===== src/rtl/decoder_scan_param.sv =====
// decoder_scan_param: registered N-to-2^N one-hot decoder with enable gating
// and an autonomous scan mode that walks the active line with a programmable
// dwell time. All outputs are registered; reset is asynchronous, active-low.
// Optional build macro: DECODER_SCAN_BLANK_EN blanks D during the last cycle
// of every scan dwell period (anti-ghosting between lines); requires DWELL>=2.
module decoder_scan_param #(
  parameter int N     = 3,
  parameter int DWELL = 4
) (
  input  logic              CLK,
  input  logic              RST_N,
  input  logic              EN,
  input  logic              MODE,
  input  logic [N-1:0]      I,
  output logic [(2**N)-1:0] D,
  output logic [N-1:0]      IDX,
  output logic              WRAP
);

  localparam int          M          = 2 ** N;
  localparam logic [15:0] DWELL_LAST = 16'(DWELL - 1);
  localparam logic [N-1:0] IDX_LAST  = {N{1'b1}};

  if (N < 1 || N > 6) begin : g_bad_n
    $error("decoder_scan_param: N=%0d outside legal range 1..6", N);
  end
  if (DWELL < 1 || DWELL > 65535) begin : g_bad_dwell
    $error("decoder_scan_param: DWELL=%0d outside legal range 1..65535", DWELL);
  end
`ifdef DECODER_SCAN_BLANK_EN
  if (DWELL < 2) begin : g_bad_blank
    $error("decoder_scan_param: blanking needs DWELL>=2, got %0d", DWELL);
  end
`endif

  typedef enum logic [1:0] {
    S_IDLE   = 2'd0,
    S_DIRECT = 2'd1,
    S_SCAN   = 2'd2
  } state_t;

  state_t      state;
  state_t      state_nxt;
  logic [15:0] dwell;
  logic [15:0] dwell_nxt;
  logic [M-1:0] d_nxt;
  logic [N-1:0] idx_nxt;
  logic         wrap_nxt;

  function automatic logic [M-1:0] onehot(input logic [N-1:0] sel);
    logic [M-1:0] v;
    v      = '0;
    v[sel] = 1'b1;
    return v;
  endfunction

  // State register
  always_ff @(posedge CLK or negedge RST_N) begin
    if (!RST_N) state <= S_IDLE;
    else        state <= state_nxt;
  end

  // Next-state logic: EN dominates, then MODE selects direct or scan
  always_comb begin
    state_nxt = S_IDLE;
    if (EN) state_nxt = MODE ? S_SCAN : S_DIRECT;
  end

  // Next values of the registered outputs and the dwell counter
  always_comb begin
    d_nxt     = '0;
    idx_nxt   = '0;
    wrap_nxt  = 1'b0;
    dwell_nxt = '0;
    case (state_nxt)
      S_DIRECT: begin
        d_nxt   = onehot(I);
        idx_nxt = I;
      end
      S_SCAN: begin
        if (state == S_SCAN) begin
          if (dwell == DWELL_LAST) begin
            idx_nxt  = IDX + 1'b1;
            wrap_nxt = (IDX == IDX_LAST);
          end else begin
            idx_nxt   = IDX;
            dwell_nxt = dwell + 16'd1;
          end
        end
        // Entering scan leaves idx/dwell at zero so the walk starts at line 0
        d_nxt = onehot(idx_nxt);
`ifdef DECODER_SCAN_BLANK_EN
        if (dwell_nxt == DWELL_LAST) d_nxt = '0;
`endif
      end
      default: begin
        d_nxt = '0;
      end
    endcase
  end

  // Output and dwell registers, cleared asynchronously by reset
  always_ff @(posedge CLK or negedge RST_N) begin
    if (!RST_N) begin
      D     <= '0;
      IDX   <= '0;
      WRAP  <= 1'b0;
      dwell <= '0;
    end else begin
      D     <= d_nxt;
      IDX   <= idx_nxt;
      WRAP  <= wrap_nxt;
      dwell <= dwell_nxt;
    end
  end

endmodule


===== config.mk =====
export PLATFORM = sky130hd
export DESIGN_NAME = decoder_scan_param
export DESIGN_NICKNAME = d
export VERILOG_FILES = /design/src/rtl/decoder_scan_param.sv
export SDC_FILE = /design/constraint.sdc
export NUM_CORES = 1
export LEC_CHECK = 0
export ABC_AREA = 1
export BUFFER_PORTS_ARGS = -buffer_cell sky130_fd_sc_hd__buf_2
export CORE_MARGIN = 2
export CORE_UTILIZATION = 60
export CTS_BUF_LIST = sky130_fd_sc_hd__clkbuf_2 sky130_fd_sc_hd__clkbuf_4 sky130_fd_sc_hd__clkbuf_8
export CTS_CLUSTER_DIAMETER = 60
export DETAILED_ROUTE_END_ITERATION = 16
export GPL_TIMING_DRIVEN = 1
export PLACE_DENSITY = 0.91
export SYNTH_ARGS = -nofsm -noshare
export SYNTH_HDL_FRONTEND = slang
export SYNTH_SLANG_ARGS = --single-unit
export TNS_END_PERCENT = 50

===== constraint.sdc =====
create_clock -name CLK -period 2.2 [get_ports CLK]
set_clock_uncertainty 0.15 [all_clocks]
set_input_delay 0.44 -clock CLK [delete_from_list [all_inputs] [get_ports CLK]]
set_output_delay 0.44 -clock CLK [all_outputs]
set_load 0.05 [all_outputs]

==> results_dict.tcl <==
set metrics [dict create \
    yosysUniqueCellTypes 25 \
    max-slew-margin-rel_pct 57.50 \
    total_number_of_vias 1347 \
    drt_pass1_iterations 4 \
    wire_per_inst_um 11.65 \
    grt_setup_unrepaired "false" \
    grt_max_degree 31 \
    synth_top_area_share_pct 46.51 \
    tritoncts_clock_tree "done" \
    design.portCount 19 \
    postLayoutSetupSlackWorst_ps 443.9 \
    layout.cells.most_common_list "44 x sky130_fd_sc_hd__nand2_1, 35 x sky130_fd_sc_hd__nor2_1, 33 x sky130_fd_sc_hd__inv_1" \
    post-route-drc-count 0 \
    via_per_inst 5.102 \
    total_track_usage_pct 21.78 \
    detail_route.wirelength_um 3075 \
    timing.critical_path.fanout_max 7 \
    synth_register_bits 30 \
    syn_nets 217 \
    synth_edf_count 0 \
    power_report.internal_total_w 0.0007461 \
    cts-resized-gates 0 \
    vias_in_the_first_global_route 1275 \
    critical_path.max_stage_delay_ps 390 \
    final_max_slew_viol_count 0 \
    holdWs_ps 142.0 \
    dp_slack_ps 452.5 \
    layout.nets 243 \
    floorplan.initialDensity_pct 63.99 \
    postSynth.topFlopCell "sky130_fd_sc_hd__dfrtp_1" \
    clockRootBuffer "sky130_fd_sc_hd__clkbuf_4" \
    setup_fix_bufs_post_cts 0 \
    dieHeight_um 55.87 \
    end_kind "register" \
    yosys_warnings 0 \
    gpl.final_weighted_congestion 0.8938 \
    critical_path_arrival_ps 1830 \
    syn-instance-count 207 \
    peakVddDrop_mv 0.4897 \
    antenna_found_initial 0 \
    antenna_cells 0 \
    clock_power_share_pct 34.6 \
    tns_ps 0 \
    kind_of_path_behind_the_tightest_hold_check "in -> reg" \
    synth_top_area_cell "sky130_fd_sc_hd__dfrtp_1" \
    cell_seen_most_often_among_critical_path_stages "sky130_fd_sc_hd__nand2_1" \
    critical_path.cell_chain "ha_1, nand2_1, nor2_2, nand2_2, nand2_1, inv_1, o21ai_0, a21oi_1" \
    clock_period_minus_final_worst_setup_slack_ps 1756 \
    dpl.hpwl_um 2383 \
    hold_viol_final 0 \
    detail_route.iter0.violations 48 \
    max_stage_delay_cell_worst_path "sky130_fd_sc_hd__dfrtp_1" \
    yosysSeqAreaShare_pct 46.51 \
    final_common_cell "sky130_fd_sc_hd__nand2_1" \
    horizontal_extent_of_the_die_um 55.87 \
    fp.coreArea_um2 2522 \
    setup_violation_total_in_the_final_timing_report 0 \
    die_area_um2 3121 \
    share_of_post_route_cells_with_drive_strength_above_1_pct 18.80 \
    globalRoute.totalOverflow 0 \
    clk_pin_slew_worst_paths_ps 90 \
    synth_async_reset_ratio_pct 100.0 \
    worst_case_register_to_register_setup_slack_ps 440 \
    maxCapViolCount 0 \
    power.share.combinational_pct 8.3 \
    grt_first_pass_wirelength_um 5264 \
    post-route-period-util_pct 79.82 \
    rows 18 \
    cts_made_buffers 5 \
    worstSkewPairLatency_ps 330 \
    p_per_area_nw_per_um2 544.3 \
    cts_max_path_buffers 2 \
    cp_data_required_time_ps 2280 \
    worst-slew-pin-transition_ps 637.5 \
    htreeDepth 2 \
    postRouteAntennaNets 0 \
    worst_setup_path_start_kind "register" \
    path_buf_inv 1 \
    critical_path.top_delay_family "simple AND/OR/NAND/NOR gates" \
    crit_path_category "reg -> reg" \
    power_w 0.0009882 \
    syn-mean-instance-area_um2 7.797 \
    outcome "finished, final reports clean" \
    clkSinkCount 30 \
    synth.cell_area_um2 1614 \
    final_cell_count_no_fill 264 \
    post-place-cells 255 \
    syn2layout_area_growth_pct 12.48 \
    switching_share_pct 24.50 \
    synth.top_cells.by_area "sky130_fd_sc_hd__dfrtp_1 47%, sky130_fd_sc_hd__nand2_1 10%, sky130_fd_sc_hd__nor2_1 8.1%" \
    holdBufCountCts 1 \
    net-switching-power_w 0.0002421 \
    numPortBuffers 18 \
    sequentialPowerShare_pct 57.1 \
    clock.fmax_mhz 569.5 \
    static-leakage-power_nw 0.9329 \
]
final timing paths:
path,startpoint,to,cells past startpoint
worst max-delay path,dwell[0],dwell[7],8
worst min-delay path,MODE,state[0],2
worst max register to register,dwell[0],dwell[7],8
worst min register to register,dwell[0],dwell[0],1
max in group asynchronous,RST_N,D[7],2
min in group asynchronous,RST_N,dwell[13],2
kinds of logic after synthesis:
family | after synthesis | share of synthesized area, %
compound gates | 22 | 8.293
simple gates | 115 | 33.10
xor+xnor | 3 | 1.628
fa+ha+maj | 3 | 2.326
flops | 30 | 46.51
buf+inv | 34 | 8.140
flip-flops by register name, indices dropped and copies added (netlist names):
name,cells
state,2
D,8
WRAP,1
dwell,16
IDX,3
synth_stat cells, types with 3 or more instances:
cell and number:
sky130_fd_sc_hd__nor2_1 35, sky130_fd_sc_hd__dfrtp_1 30, sky130_fd_sc_hd__ha_1 3, sky130_fd_sc_hd__nor2_2 5, sky130_fd_sc_hd__nand2_2 4, sky130_fd_sc_hd__nand3_2 3
sky130_fd_sc_hd__nor3_1 4, sky130_fd_sc_hd__nand3_1 15, sky130_fd_sc_hd__a21oi_1 7, sky130_fd_sc_hd__o21ai_1 3, sky130_fd_sc_hd__nand2_1 44, sky130_fd_sc_hd__inv_1 33
sky130_fd_sc_hd__o21a_1 3, sky130_fd_sc_hd__o21ai_0 3
per-stage QoR:
step           instance area [um^2]  util (%)
2_1_floorplan                  1614         -
3_3_place_gp                   1742     69.05
3_5_place_dp                   1742     69.05
4_1_cts                        1815     71.97
5_1_grt                        1815     71.97
6_report                       1815     71.97
power groups by stage:
stage / Clock (W) / Combinational (W) / Sequential, W
2_1_floorplan: 0 / 0.0000289 / 0.000596
3_3_place_gp: 0 / 0.0000794 / 0.000575
3_5_place_dp: 0 / 0.0000808 / 0.000575
4_1_cts: 0.000351 / 0.0000823 / 0.000564
5_1_grt: 0.000377 / 0.0000915 / 0.000565
6_report: 0.000342 / 0.0000820 / 0.000564
per-layer routing:
layer / track usage (%) / share of wire (%)
met2: 35.20 / 48
met4: 9.864 / 2.1
met5: 0 / 0
met1: 28.01 / 46
met3: 4.884 / 4.6
layout make-up:
type,count,area [um^2]
Inverter,33,123.9
Fill cell,205,706.9
Multi-Input combinational cell,143,732.0
Clock buffer,7,58.81
Sequential cell,30,750.7
Clock inverter,1,5.005
Tap cell,30,37.54
Timing Repair Buffer,20,107.6
worst reg2reg max path, cell delays in order, from the launching register on:
cell	delay, ps
sky130_fd_sc_hd__dfrtp_1	390
sky130_fd_sc_hd__ha_1	230
sky130_fd_sc_hd__nand2_1	90
sky130_fd_sc_hd__nor2_2	180
sky130_fd_sc_hd__nand2_2	110
sky130_fd_sc_hd__nand2_1	210
sky130_fd_sc_hd__inv_1	140
sky130_fd_sc_hd__o21ai_0	100
sky130_fd_sc_hd__a21oi_1	60
(Power assumes the default switching activity.)
